## config.mk

```make
export PLATFORM = sky130hd
export DESIGN_NAME = control_unit_flat
export DESIGN_NICKNAME = d
export VERILOG_FILES = /design/src/rtl/control_unit_pkg.sv /design/src/rtl/control_unit_if.sv /design/src/rtl/control_unit_instr_class_decoder.sv /design/src/rtl/control_unit.sv /design/src/flat_wrapper.sv
export SDC_FILE = /design/constraint.sdc
export NUM_CORES = 1
export LEC_CHECK = 0
export CAP_MARGIN = 20
export CORE_UTILIZATION = 30
export CTS_CLUSTER_SIZE = 10
export DETAILED_ROUTE_END_ITERATION = 12
export GPL_TIMING_DRIVEN = 1
export PLACE_DENSITY_LB_ADDON = 0.15
export SKIP_CTS_REPAIR_TIMING = 1
export SYNTH_ARGS = -nofsm -noshare
export SYNTH_HDL_FRONTEND = slang
export SYNTH_SLANG_ARGS = --single-unit
```

## constraint.sdc

```tcl
create_clock -name CLK -period 4.65 [get_ports CLK]
set_input_delay 0.6975 -clock CLK [delete_from_list [all_inputs] [get_ports CLK]]
set_output_delay 0.6975 -clock CLK [all_outputs]
set_load 0.005 [all_outputs]
```

## src/rtl/control_unit_pkg.sv

```systemverilog
// control_unit_pkg: shared encodings for the multi-cycle RV64 control unit.
//   - opcode / funct3 / funct7 constants for the supported subset
//   - state_e : 4-bit FSM state encoding
//   - class_e : 3-bit instruction class encoding (R, I, LD, SD, BEQ, BAD)
package control_unit_pkg;

    localparam logic [6:0] OP_R   = 7'b0110011;
    localparam logic [6:0] OP_I   = 7'b0010011;
    localparam logic [6:0] OP_LD  = 7'b0000011;
    localparam logic [6:0] OP_SD  = 7'b0100011;
    localparam logic [6:0] OP_BEQ = 7'b1100011;

    localparam logic [2:0] F3_ADD = 3'b000;
    localparam logic [2:0] F3_DW  = 3'b011;
    localparam logic [2:0] F3_BEQ = 3'b000;

    localparam logic [6:0] F7_ADD = 7'b0000000;
    localparam logic [6:0] F7_SUB = 7'b0100000;

    typedef enum logic [3:0] {
        S_RESET   = 4'd0,
        S_FETCH   = 4'd1,
        S_DECODE  = 4'd2,
        S_EXEC    = 4'd3,
        S_MEM_RD  = 4'd4,
        S_MEM_WR  = 4'd5,
        S_WB_ALU  = 4'd6,
        S_WB_MEM  = 4'd7,
        S_BRANCH  = 4'd8,
        S_ILLEGAL = 4'd9
    } state_e;

    typedef enum logic [2:0] {
        CLS_R   = 3'd0,
        CLS_I   = 3'd1,
        CLS_LD  = 3'd2,
        CLS_SD  = 3'd3,
        CLS_BEQ = 3'd4,
        CLS_BAD = 3'd5
    } class_e;

endpackage

```

## src/rtl/control_unit_if.sv

```systemverilog
// control_unit_if: control bus between control_unit and the RV64 datapath.
//   Datapath -> control: opcode, funct3, funct7 (from the IR), zero (ULA result == 0)
//   Control -> datapath: sub, WE_RF, WE_MEM, RF_din_sel, ULA_din2_sel, load_pc,
//                        pc_next_sel, reset_pc, load_ir, retire, illegal
//   master: control unit side; slave: datapath side.
interface control_unit_if;
    logic [6:0] opcode;
    logic [2:0] funct3;
    logic [6:0] funct7;
    logic       zero;

    logic       sub;
    logic       WE_RF;
    logic       WE_MEM;
    logic       RF_din_sel;
    logic       ULA_din2_sel;
    logic       load_pc;
    logic       pc_next_sel;
    logic       reset_pc;
    logic       load_ir;
    logic       retire;
    logic       illegal;

    modport master (
        input  opcode, funct3, funct7, zero,
        output sub, WE_RF, WE_MEM, RF_din_sel, ULA_din2_sel, load_pc,
               pc_next_sel, reset_pc, load_ir, retire, illegal
    );

    modport slave (
        output opcode, funct3, funct7, zero,
        input  sub, WE_RF, WE_MEM, RF_din_sel, ULA_din2_sel, load_pc,
               pc_next_sel, reset_pc, load_ir, retire, illegal
    );
endinterface

```

## src/rtl/control_unit_instr_class_decoder.sv

```systemverilog
// instr_class_decoder: combinational map from (opcode, funct3, funct7) to an
// instruction class and the add/sub distinction for R-type.
//   opcode [6:0], funct3 [2:0], funct7 [6:0] : IR fields
//   iclass                                   : decoded class (CLS_BAD if unsupported)
//   is_sub                                   : 1 for R-type sub
module instr_class_decoder
    import control_unit_pkg::*;
(
    input  logic [6:0] opcode,
    input  logic [2:0] funct3,
    input  logic [6:0] funct7,
    output class_e     iclass,
    output logic       is_sub
);

    always_comb begin
        iclass = CLS_BAD;
        is_sub = 1'b0;
        case (opcode)
            OP_R: begin
                if (funct3 == F3_ADD) begin
                    if (funct7 == F7_ADD) begin
                        iclass = CLS_R;
                    end else if (funct7 == F7_SUB) begin
                        iclass = CLS_R;
                        is_sub = 1'b1;
                    end
                end
            end
            OP_I:   if (funct3 == F3_ADD) iclass = CLS_I;
            OP_LD:  if (funct3 == F3_DW)  iclass = CLS_LD;
            OP_SD:  if (funct3 == F3_DW)  iclass = CLS_SD;
            OP_BEQ: if (funct3 == F3_BEQ) iclass = CLS_BEQ;
            default: iclass = CLS_BAD;
        endcase
    end

endmodule

```

## src/rtl/control_unit.sv

```systemverilog
// control_unit: multi-cycle control FSM for the RV64 datapath
// (add, sub, addi, ld, sd, beq). Each instruction walks FETCH, DECODE, EXEC,
// then MEM/WB/BRANCH; unsupported encodings park in ILLEGAL until RST.
//   CLK : clock, rising edge
//   RST : synchronous active-high reset
//   bus : control_unit_if.master (IR fields and zero in, control strobes out)
// Outputs are Moore (state + latched class), except that RST combinationally
// forces reset_pc=1 and every other output to 0.
module control_unit
    import control_unit_pkg::*;
(
    input  logic                CLK,
    input  logic                RST,
    control_unit_if.master      bus
);

    state_e state_q, state_d;
    class_e class_q, class_d;
    logic   is_sub_q, is_sub_d;
    logic   zero_q, zero_d;

    class_e dec_class;
    logic   dec_is_sub;

    instr_class_decoder u_dec (
        .opcode (bus.opcode),
        .funct3 (bus.funct3),
        .funct7 (bus.funct7),
        .iclass (dec_class),
        .is_sub (dec_is_sub)
    );

    always_ff @(posedge CLK) begin
        if (RST) begin
            state_q  <= S_RESET;
            class_q  <= CLS_BAD;
            is_sub_q <= 1'b0;
            zero_q   <= 1'b0;
        end else begin
            state_q  <= state_d;
            class_q  <= class_d;
            is_sub_q <= is_sub_d;
            zero_q   <= zero_d;
        end
    end

    // Next state and side registers
    always_comb begin
        state_d  = state_q;
        class_d  = class_q;
        is_sub_d = is_sub_q;
        zero_d   = zero_q;
        case (state_q)
            S_RESET:  state_d = S_FETCH;
            S_FETCH:  state_d = S_DECODE;
            S_DECODE: begin
                class_d  = dec_class;
                is_sub_d = dec_is_sub;
                state_d  = (dec_class == CLS_BAD) ? S_ILLEGAL : S_EXEC;
            end
            S_EXEC: begin
                case (class_q)
                    CLS_R, CLS_I: state_d = S_WB_ALU;
                    CLS_LD:       state_d = S_MEM_RD;
                    CLS_SD:       state_d = S_MEM_WR;
                    CLS_BEQ: begin
                        state_d = S_BRANCH;
                        zero_d  = bus.zero;
                    end
                    default:      state_d = S_ILLEGAL;
                endcase
            end
            S_MEM_RD: state_d = S_WB_MEM;
            S_WB_ALU, S_WB_MEM, S_MEM_WR, S_BRANCH: state_d = S_FETCH;
            S_ILLEGAL: state_d = S_ILLEGAL;
            default:   state_d = S_RESET;
        endcase
    end

    logic o_sub, o_we_rf, o_we_mem, o_rf_sel, o_din2, o_load_pc;
    logic o_pc_sel, o_reset_pc, o_load_ir, o_retire, o_illegal;
    logic alu_uses_imm, alu_subtracts;

    assign alu_uses_imm  = (class_q == CLS_I) || (class_q == CLS_LD) || (class_q == CLS_SD);
    assign alu_subtracts = ((class_q == CLS_R) && is_sub_q) || (class_q == CLS_BEQ);

    // Output decode; RST override applied last
    always_comb begin
        o_sub      = 1'b0;
        o_we_rf    = 1'b0;
        o_we_mem   = 1'b0;
        o_rf_sel   = 1'b0;
        o_din2     = 1'b0;
        o_load_pc  = 1'b0;
        o_pc_sel   = 1'b0;
        o_reset_pc = 1'b0;
        o_load_ir  = 1'b0;
        o_retire   = 1'b0;
        o_illegal  = 1'b0;
        case (state_q)
            S_RESET: o_reset_pc = 1'b1;
            S_FETCH: o_load_ir  = 1'b1;
            S_EXEC: begin
                o_din2 = alu_uses_imm;
                o_sub  = alu_subtracts;
            end
            S_WB_ALU: begin
                o_we_rf   = 1'b1;
                o_rf_sel  = 1'b1;
                o_load_pc = 1'b1;
                o_retire  = 1'b1;
                o_din2    = alu_uses_imm;
                o_sub     = alu_subtracts;
            end
            S_MEM_RD: o_din2 = 1'b1;
            S_WB_MEM: begin
                o_we_rf   = 1'b1;
                o_din2    = 1'b1;
                o_load_pc = 1'b1;
                o_retire  = 1'b1;
            end
            S_MEM_WR: begin
                o_we_mem  = 1'b1;
                o_din2    = 1'b1;
                o_load_pc = 1'b1;
                o_retire  = 1'b1;
            end
            S_BRANCH: begin
                o_sub     = 1'b1;
                o_load_pc = 1'b1;
                o_retire  = 1'b1;
                o_pc_sel  = zero_q;
            end
            S_ILLEGAL: o_illegal = 1'b1;
            default: ;
        endcase
        if (RST) begin
            o_sub      = 1'b0;
            o_we_rf    = 1'b0;
            o_we_mem   = 1'b0;
            o_rf_sel   = 1'b0;
            o_din2     = 1'b0;
            o_load_pc  = 1'b0;
            o_pc_sel   = 1'b0;
            o_reset_pc = 1'b1;
            o_load_ir  = 1'b0;
            o_retire   = 1'b0;
            o_illegal  = 1'b0;
        end
    end

    assign bus.sub          = o_sub;
    assign bus.WE_RF        = o_we_rf;
    assign bus.WE_MEM       = o_we_mem;
    assign bus.RF_din_sel   = o_rf_sel;
    assign bus.ULA_din2_sel = o_din2;
    assign bus.load_pc      = o_load_pc;
    assign bus.pc_next_sel  = o_pc_sel;
    assign bus.reset_pc     = o_reset_pc;
    assign bus.load_ir      = o_load_ir;
    assign bus.retire       = o_retire;
    assign bus.illegal      = o_illegal;

endmodule

```

## src/flat_wrapper.sv

```systemverilog
// flat-port wrapper written by rule: the top's interface ports become plain ports
module control_unit_flat import control_unit_pkg::*;
  (CLK, RST, bus_opcode, bus_funct3, bus_funct7, bus_zero, bus_sub, bus_WE_RF, bus_WE_MEM, bus_RF_din_sel, bus_ULA_din2_sel, bus_load_pc, bus_pc_next_sel, bus_reset_pc, bus_load_ir, bus_retire, bus_illegal);
  control_unit_if bus_i ();
  input  logic CLK;
  input  logic RST;
  input wire logic [$bits(bus_i.opcode)-1:0] bus_opcode;
  input wire logic [$bits(bus_i.funct3)-1:0] bus_funct3;
  input wire logic [$bits(bus_i.funct7)-1:0] bus_funct7;
  input wire logic [$bits(bus_i.zero)-1:0] bus_zero;
  output wire logic [$bits(bus_i.sub)-1:0] bus_sub;
  output wire logic [$bits(bus_i.WE_RF)-1:0] bus_WE_RF;
  output wire logic [$bits(bus_i.WE_MEM)-1:0] bus_WE_MEM;
  output wire logic [$bits(bus_i.RF_din_sel)-1:0] bus_RF_din_sel;
  output wire logic [$bits(bus_i.ULA_din2_sel)-1:0] bus_ULA_din2_sel;
  output wire logic [$bits(bus_i.load_pc)-1:0] bus_load_pc;
  output wire logic [$bits(bus_i.pc_next_sel)-1:0] bus_pc_next_sel;
  output wire logic [$bits(bus_i.reset_pc)-1:0] bus_reset_pc;
  output wire logic [$bits(bus_i.load_ir)-1:0] bus_load_ir;
  output wire logic [$bits(bus_i.retire)-1:0] bus_retire;
  output wire logic [$bits(bus_i.illegal)-1:0] bus_illegal;
  assign bus_i.opcode = bus_opcode;
  assign bus_i.funct3 = bus_funct3;
  assign bus_i.funct7 = bus_funct7;
  assign bus_i.zero = bus_zero;
  assign bus_sub = bus_i.sub;
  assign bus_WE_RF = bus_i.WE_RF;
  assign bus_WE_MEM = bus_i.WE_MEM;
  assign bus_RF_din_sel = bus_i.RF_din_sel;
  assign bus_ULA_din2_sel = bus_i.ULA_din2_sel;
  assign bus_load_pc = bus_i.load_pc;
  assign bus_pc_next_sel = bus_i.pc_next_sel;
  assign bus_reset_pc = bus_i.reset_pc;
  assign bus_load_ir = bus_i.load_ir;
  assign bus_retire = bus_i.retire;
  assign bus_illegal = bus_i.illegal;
  control_unit u_core (.CLK(CLK), .RST(RST), .bus(bus_i));
endmodule
```

==> run metrics, run 1 <==
DP HPWL=1.46 mm; Compound-Gate Fraction of Synth Area=between 20 and 30%; mux share of post-synthesis cell area=1.34%; Max clock buf depth=2; initial antenna violation count=0; Syn Nets=119; flop2flop setup slack=2.79 ns; number of clock sinks=9; RSZ-0062 raised after global routing=no; critical-path cell list=clkdlybuf4s50_1, buf_4, or3b_2, nor3b_1, clkdlybuf4s50_1; largest net degree at the start of global routing=16; GR Overflow Total=0; final core utilization=47.7%; PD cells=~200 nW/um^2; CP Class=in -> out; Cell Area, Synth=748 sq um; area share of fa/ha/maj cells after synthesis=0%; status=complete, no violations; Die Span Y=51.9 um; HP Class=reg -> reg; Worst R2R Start=u_core.state_q[2]; Core Area=~2300 sq um; Final setup viols=0; Post-Synth XOR/XNOR Area=0%; fin crit period=3.17 ns; Clk pin slew, worst setup/hold paths=0.06 ns; initial DRC count=15; simple-gate area share of the yosys netlist=41.8%; Buffers on Ports=30; #FFs+latches synth=9; final wirelength=roughly 1.9 mm; initial core utilization=32.9%; hold-critical path endpoint=u_core.is_sub_q; R2R depth=3; Setup crit end kind=output port; CP dominant cell by count=clkdlybuf4s50_1; Pins Over Slew Limit=0; Clk Latency, worst-skew pair=around 0.26 ns; Max Cap Viol=0; CTS Buf Count=3; final worst-path cycle share=68.2%; Hold WS=0.482 ns; Yosys top cell area share=24.1%; Final #Nets=148; final number of hold-violating endpoints=0; P&R area growth vs syn=45.2%; number of global-route vias before repair=770; Peak VDD IR=0.107 mV; num rows=17; fmax=0.315 GHz; first-pass GRT wire length=3.34 mm; fraction of layout cells with a size suffix above 1=5.51%; post-synthesis sequential area ratio=about a quarter; Vias/cell=5.42; RR Endpoint=u_core.class_q[1]; synth warn=0; Register Area=180 sq um; Power Total=0.000220 W; final instance area=1090 sq um; Worst Hold Depth=2; synth unique cells=41; GRT Overall Usage=around 17%; Root Buffer=clkbuf_4; Worst Tran Pin Value=0.456 ns; DRC=0; DRT Pass-1 Iters=4; dpl cell area=1060 sq um; type of origin of the critical path=input port; Max-slew headroom=a little over two thirds; Routed Antenna Nets=0; CP max stage delay=0.52 ns; Yosys top cell by area=dfxtp_1; Setup TNS=0 ns; Leak=0.378 nW; area of the multi-input gates=529 sq um; combinational family with the most area after synthesis=simple AND/OR/NAND/NOR gates; cells after synthesis=99; H-tree depth=1; Ports=31; critical path required time=between 3 and 4 ns; Vias=840; synthesized area per cell=7.56 sq um; fillcell total=231; hold path start=u_core.is_sub_q; synth top area cells=dfxtp_1 (24%), a21oi_1 (6.7%), nor2_1 (5.0%); Crit-path slowest cell=clkdlybuf4s50_1; Post-synth EDFFs=0; Clock Skew=0.000539 ns; crit path DAT=about 2.5 ns; Die W=51.9 um; CTS tree=built; Main synth FF type=dfxtp_1; antenna diode count=0; WL per Instance=12.2 um; worst-path maximum fanout=15; GPL Wtd Cong=roughly 0.76; Async S/R FF share, synth=0%; die area=2700 sq um
cells in the final DEF, fill, tap and decap left out, drive strengths merged, types with 2 or more instances in the layout:
cell	n
a21oi	10
a32oi	2
and2	2
clkbuf	4
clkdlybuf4s50	30
dfxtp	9
inv	2
nand2	4
nand2b	5
nand3b	2
nand4bb	2
nor2	10
nor2b	3
nor3	3
nor3b	2
nor4	2
o211ai	2
o21ai	4
o31ai	2
or3	3
or4	2
or4b	3
cells by family after synthesis:
logic type             after synthesis
buffers and inverters                9
DFF                                  9
AOI/OAI and AO/OA                   30
muxes                                1
and+or+nand+nor                     50
state kept, by name (all words and copies together) (netlist names):
name	cells
u_core.state_q	4
u_core.class_q	3
u_core.is_sub_q	1
u_core.zero_q	1
Yosys cell counts, types with 3 or more instances:
library cell and number:
a21oi_1 10, clkbuf_1 5, dfxtp_1 9, nand2_1 4, nand2b_1 5, nor2_1 10, nor2b_1 3, nor3_1 3
o21ai_0 4, or3_1 3, or4b_1 3
routing by layer:
layer	track usage (%)	part of all wire (%)	vias up
met1	21.7	48	377
li1	-	-	429
met4	5.41	1.3	0
met2	25.2	44	29
met5	0	0	-
met3	5.26	6.1	5
power breakdown:
group / internal (W) / switching, W / leakage [nW]
clock: 0.0000331 / 0.0000272 / 0.0150
sequential: 0.0000817 / 0.0000107 / 0.0732
combinational: 0.0000394 / 0.0000279 / 0.290
total: 0.000154 / 0.0000657 / 0.378
critical path, delay by kind of cell:
| kind | cells | cell delay (ns) |
|---|---|---|
| buf+inv | 3 | 1.11 |
| simple gates | 2 | 0.67 |
layout make-up:
cell class	count	area share, %
Clock buffer	4	2.42
Inverter	2	0.691
Multi-Input combinational cell	81	48.7
Sequential cell	9	16.6
Tap cell	28	3.23
Timing Repair Buffer	31	28.3
worst max path at each step:
stage / start / depth (start not counted) / end / slack, ns
after floorplan: RST / 2 / bus_WE_MEM / 2.58
after detailed placement: RST / 5 / bus_WE_MEM / 1.48
final: RST / 5 / bus_WE_MEM / 1.48
after global placement: RST / 5 / bus_WE_MEM / 1.50
after global routing: RST / 5 / bus_WE_MEM / 1.36
after CTS: RST / 5 / bus_WE_MEM / 1.47
per-stage QoR:
stage | cells | worst slack (ns)
2_1_floorplan | 99 | 2.58
3_3_place_gp | 151 | 1.50
3_5_place_dp | 151 | 1.48
4_1_cts | 155 | 1.47
5_1_grt | 155 | 1.36
6_report | 155 | 1.48
Power figures use the tool's default switching activity.
==> run 2: changes to the inputs <==
clock period = 2.71 ns   (was 4.65 ns; I/O delays follow)
==> run 2 against run 1 <==
Register-to-register slack worse by 1.9 ns. Via count decreased by 0.12%. Critical endpoint is now bus_sub. Clock skew about the same. Non-clock buffer count is the same. Critical path depth is the same. Clock power up 74%. Combinational power is 71% higher. Die area unchanged.
==> run metrics, run 2 (synthesized netlist as in run 1, its figures left out) <==
PD cells=349 nW/um^2; Buffers on Ports=30; Final #Nets=148; Crit-path slowest cell=dfxtp_1; hold-critical path endpoint=u_core.is_sub_q; crit path DAT=2.05 ns; GPL Wtd Cong=0.764; Worst Hold Depth=2; number of global-route vias before repair=between 700 and 800; DRT Pass-1 Iters=4; CTS Buf Count=3; hold path start=u_core.is_sub_q; DP HPWL=~1.5 mm; CTS tree=built; Clk Latency, worst-skew pair=0.26 ns; Max Cap Viol=0; total internal power=0.000265 W; Worst R2R Start=u_core.state_q[2]; GRT Overall Usage=16.2%; Die W=51.9 um; Logic pwr share=30.5%; fin crit period=2.45 ns; worst-path maximum fanout=12; Leak=approximately 0.38 nW; first-pass GRT wire length=~3.3 mm; Max clock buf depth=2; Vias/cell=between 5 and 6; Setup TNS=0 ns; dpl cell area=approximately 1100 sq um; initial core utilization=32.9%; clock power share=between 20 and 30%; Post-Layout Cell Count=155; fmax=approximately 0.41 GHz; initial antenna violation count=0; register bank with the most flops=u_core.state_q; Final setup viols=0; switching part of the total=30.2%; num rows=17; CP Class=reg -> out; final number of hold-violating endpoints=0; die area=between 2000 and 3000 sq um; Setup crit end kind=output port; type of origin of the critical path=register; fraction of layout cells with a size suffix above 1=5.51%; initial DRC count=6; P&R area growth vs syn=45.2%; antenna diode count=0; Die Span Y=51.9 um; RR Endpoint=u_core.class_q[1]; Seq pwr share=about two fifths; most common cell after layout, fill and taps aside=clkdlybuf4s50_1; max FFs per register=4; DRC=0; largest net degree at the start of global routing=16; GR Overflow Total=0; Peak VDD IR=0.287 mV; final instance area=1090 sq um; Routed Antenna Nets=0; Root Buffer=clkbuf_4; CP max stage delay=0.52 ns; Worst Tran Pin Value=between 0.4 and 0.5 ns; HP Class=reg -> reg; RSZ-0062 raised after global routing=no; status=complete, no violations; Clk pin slew, worst setup/hold paths=0.06 ns; R2R depth=3; Clock Skew=approximately 0.0005 ns; number of clock sinks=9; critical-path cell list=nor2b_1, o2111a_1, o21bai_1, a21oi_1, clkdlybuf4s50_1; Max-slew headroom=between 70% and 80%; Ports=31; final wirelength=1.90 mm; Placed Cells=151; WL per Instance=12.2 um; Largest regs=u_core.state_q x4, u_core.class_q x3; final worst-path cycle share=just over 90%; H-tree depth=1; Psw=0.000114 W; Core Area=2280 sq um; most frequent cells in the layout=clkdlybuf4s50_1 (30), nor2_1 (10), a21oi_1 (10); Vias=839; critical path required time=2.30 ns; flop2flop setup slack=0.86 ns; Pins Over Slew Limit=0
[run 2: cell counts in the layout (fill, tap and decap cells not counted)]
Identical to the previous run, type by type.
[run 2: worst max path at each step]
| stage | startpoint | end | slack, ns | cells after the start |
|---|---|---|---|---|
| finish | u_core.state_q[1] | bus_sub | 0.26 | 5 |
| global route | u_core.state_q[1] | bus_sub | 0.13 | 5 |
| floorplan | bus_opcode[4] | u_core.class_q[2] | 1.01 | 4 |
| global placement | RST | bus_WE_MEM | 0.29 | 4 |
| CTS | u_core.state_q[1] | bus_sub | 0.25 | 5 |
| detailed placement | RST | bus_WE_MEM | 0.26 | 4 |
[run 2: per-layer routing]
layer  vias up  part of all wire (%)  wire length, um  global-route usage (%)
met5         -                     0                0                       0
met4         0                  0.47                9                    2.70
met3         2                   4.9               93                    5.26
met2        22                    45              856                    23.9
met1       386                    49              938                    22.7
li1        429                     -                -                       -
[run 2: critical path: cells and delay by family (launching register included)]
kind                   cells  cell delay, ns
AO/OA/AOI/OAI              3            0.43
buffers and inverters      1            0.52
flip-flops                 1            0.52
AND/OR/NAND/NOR            1            0.32
[run 2: power by group through the flow]
stage	combinational [W]	clock, W	sequential (W)
floorplan	0.0000733	0	0.000148
global route	0.000130	0.000115	0.000161
detailed placement	0.000115	0	0.000161
CTS	0.000116	0.000108	0.000158
global placement	0.000114	0	0.000161
finish	0.000115	0.000105	0.000158
[run 2: final cells by class]
cell class | instances | area (sq um)
fillers | 227 | 1190
multi-input cells | 81 | 529
repair buffers | 31 | 308
flip-flops and latches | 9 | 180
well taps | 28 | 35.0
clock buffers | 4 | 26.3
inverters | 2 | 7.51
[run 2: through the flow]
step | hold slack [ns] | setup WS (ns) | power [W] | utilization [%]
6_report | 0.473 | 0.256 | 0.000379 | 47.7
5_1_grt | 0.489 | 0.134 | 0.000407 | 47.7
4_1_cts | 0.473 | 0.248 | 0.000381 | 47.7
3_5_place_dp | 0.467 | 0.263 | 0.000276 | 46.6
3_3_place_gp | 0.472 | 0.295 | 0.000275 | 46.6
2_1_floorplan | 0.445 | 1.01 | 0.000221 | -
==> run 3: changes to the inputs <==
CTS_CLUSTER_SIZE = 8   (was 10)
GPL_TIMING_DRIVEN = 0   (was 1)
==> run 3 against run 2 <==
Via count grew 4.5%. Clock skew is essentially flat. Combinational power grew 14%. Critical endpoint is now bus_WE_MEM. Power grew 1.1%. Routed wire length grew 1.9%. Worst setup slack lost 0.12 ns. Clock power is essentially flat. Critical path type is now in -> out.
==> run metrics, run 3 (synthesized netlist as in run 1, its figures left out) <==
P&R area growth vs syn=48.3%; Root Buffer=clkbuf_4; final instance area=roughly 1100 sq um; final worst-path cycle share=95.0%; initial antenna violation count=0; fillcell total=221; Vias/cell=5.45; Power Total=0.000383 W; area of the multi-input gates=529 sq um; number of global-route vias before repair=770; Worst R2R Start=u_core.state_q[0]; fraction of layout cells with a size suffix above 1=6.02%; Final #Nets=154; Register Area=180 sq um; num rows=17; CTS Buf Count=3; DRC=0; Final setup viols=0; initial DRC count=22; GR Overflow Total=0; WL per Instance=12.0 um; Max Cap Viol=0; Leak=about 0.39 nW; CP Class=in -> out; crit path to=bus_WE_MEM; Logic pwr share=34.3%; R2R depth=4; clock power share=a little over a quarter; antenna diode count=0; number of clock sinks=9; Largest regs=u_core.state_q x4, u_core.class_q x3; RR Endpoint=u_core.class_q[1]; initial core utilization=32.9%; Max clock buf depth=2; Peak VDD IR=approximately 0.23 mV; PD cells=345 nW/um^2; type of origin of the critical path=input port; Ports=31; largest net degree at the start of global routing=11; final number of hold-violating endpoints=0; Die W=51.9 um; Psw=0.000116 W; DRT Pass-1 Iters=4; Seq pwr share=approximately two fifths; Clk pin slew, worst setup/hold paths=0.06 ns; Setup crit end kind=output port; final wirelength=1.94 mm; Worst Tran Pin Value=0.415 ns; Die Span Y=51.9 um; Placed Cells=157; RSZ-0062 raised after global routing=no; fin crit period=2.58 ns; Vias=877; Clk Latency, worst-skew pair=0.26 ns; die area=2700 sq um; max FFs per register=4; crit path from=RST; DP HPWL=1.47 mm; flop2flop setup slack=0.91 ns; worst-path maximum fanout=6; most common cell after layout, fill and taps aside=clkdlybuf4s50_1; Max-slew headroom=72.3%; Buffers on Ports=30; GPL Wtd Cong=about 0.79; Setup TNS=0 ns; switching part of the total=30.2%; dpl cell area=1080 sq um; first-pass GRT wire length=between 3 and 4 mm; register bank with the most flops=u_core.state_q; critical path required time=2.30 ns; most frequent cells in the layout=clkdlybuf4s50_1 (30), nor2_1 (10), a21oi_1 (10); Routed Antenna Nets=0; GRT Overall Usage=17.1%; Core Area=between 2000 and 2500 sq um; Post-Layout Cell Count=about 160; fmax=slightly below 0.4 GHz; total internal power=0.000267 W; HP Class=reg -> reg; crit path DAT=2.17 ns; CTS tree=built; Pins Over Slew Limit=0; H-tree depth=1; final core utilization=48.8%; Clock Skew=approximately 0.00034 ns; status=complete, no violations
-- run 3: power by group through the flow --
stage	combinational [W]	clock (W)	sequential [W]
5_1_grt	0.000148	0.000116	0.000149
2_1_floorplan	0.0000733	0	0.000148
6_report	0.000131	0.000104	0.000148
3_5_place_dp	0.000131	0	0.000151
4_1_cts	0.000132	0.000107	0.000148
3_3_place_gp	0.000130	0	0.000150
-- run 3: worst max-delay path, cell delays in order --
cell and delay [ns]:
clkdlybuf4s50_1 0.52, or3b_2 0.51, nor3b_1 0.20, clkdlybuf4s50_1 0.53
-- run 3: worst min-delay path by stage --
stage	from	endpoint	slack, ns	depth (start not counted)
after floorplan	u_core.is_sub_q	u_core.is_sub_q	0.45	2
after global placement	u_core.is_sub_q	u_core.is_sub_q	0.47	2
after detailed placement	u_core.is_sub_q	u_core.is_sub_q	0.47	2
after CTS	u_core.is_sub_q	u_core.is_sub_q	0.48	2
after global routing	u_core.is_sub_q	u_core.is_sub_q	0.51	2
final	u_core.is_sub_q	u_core.is_sub_q	0.48	2
-- run 3: per-layer routing --
metal  share of wire (%)  global-route usage, %
met2                  43                   24.8
met1                  49                   23.6
met3                 6.1                   5.26
met4                 1.6                   5.86
met5                   0                      0
-- run 3: through the flow --
stage	hold WS (ns)	setup slack (ns)
2_1_floorplan	0.445	1.01
3_3_place_gp	0.468	0.177
3_5_place_dp	0.469	0.168
4_1_cts	0.481	0.149
5_1_grt	0.513	0.0185
6_report	0.481	0.134
-- run 3: cell type report --
cell class	instances	share of cell area, %
Multi-Input combinational cell	81	47.7
Timing Repair Buffer	30	27.1
Sequential cell	9	16.2
Tap cell	28	3.16
Buffer	7	2.82
Clock buffer	4	2.37
Inverter	2	0.676
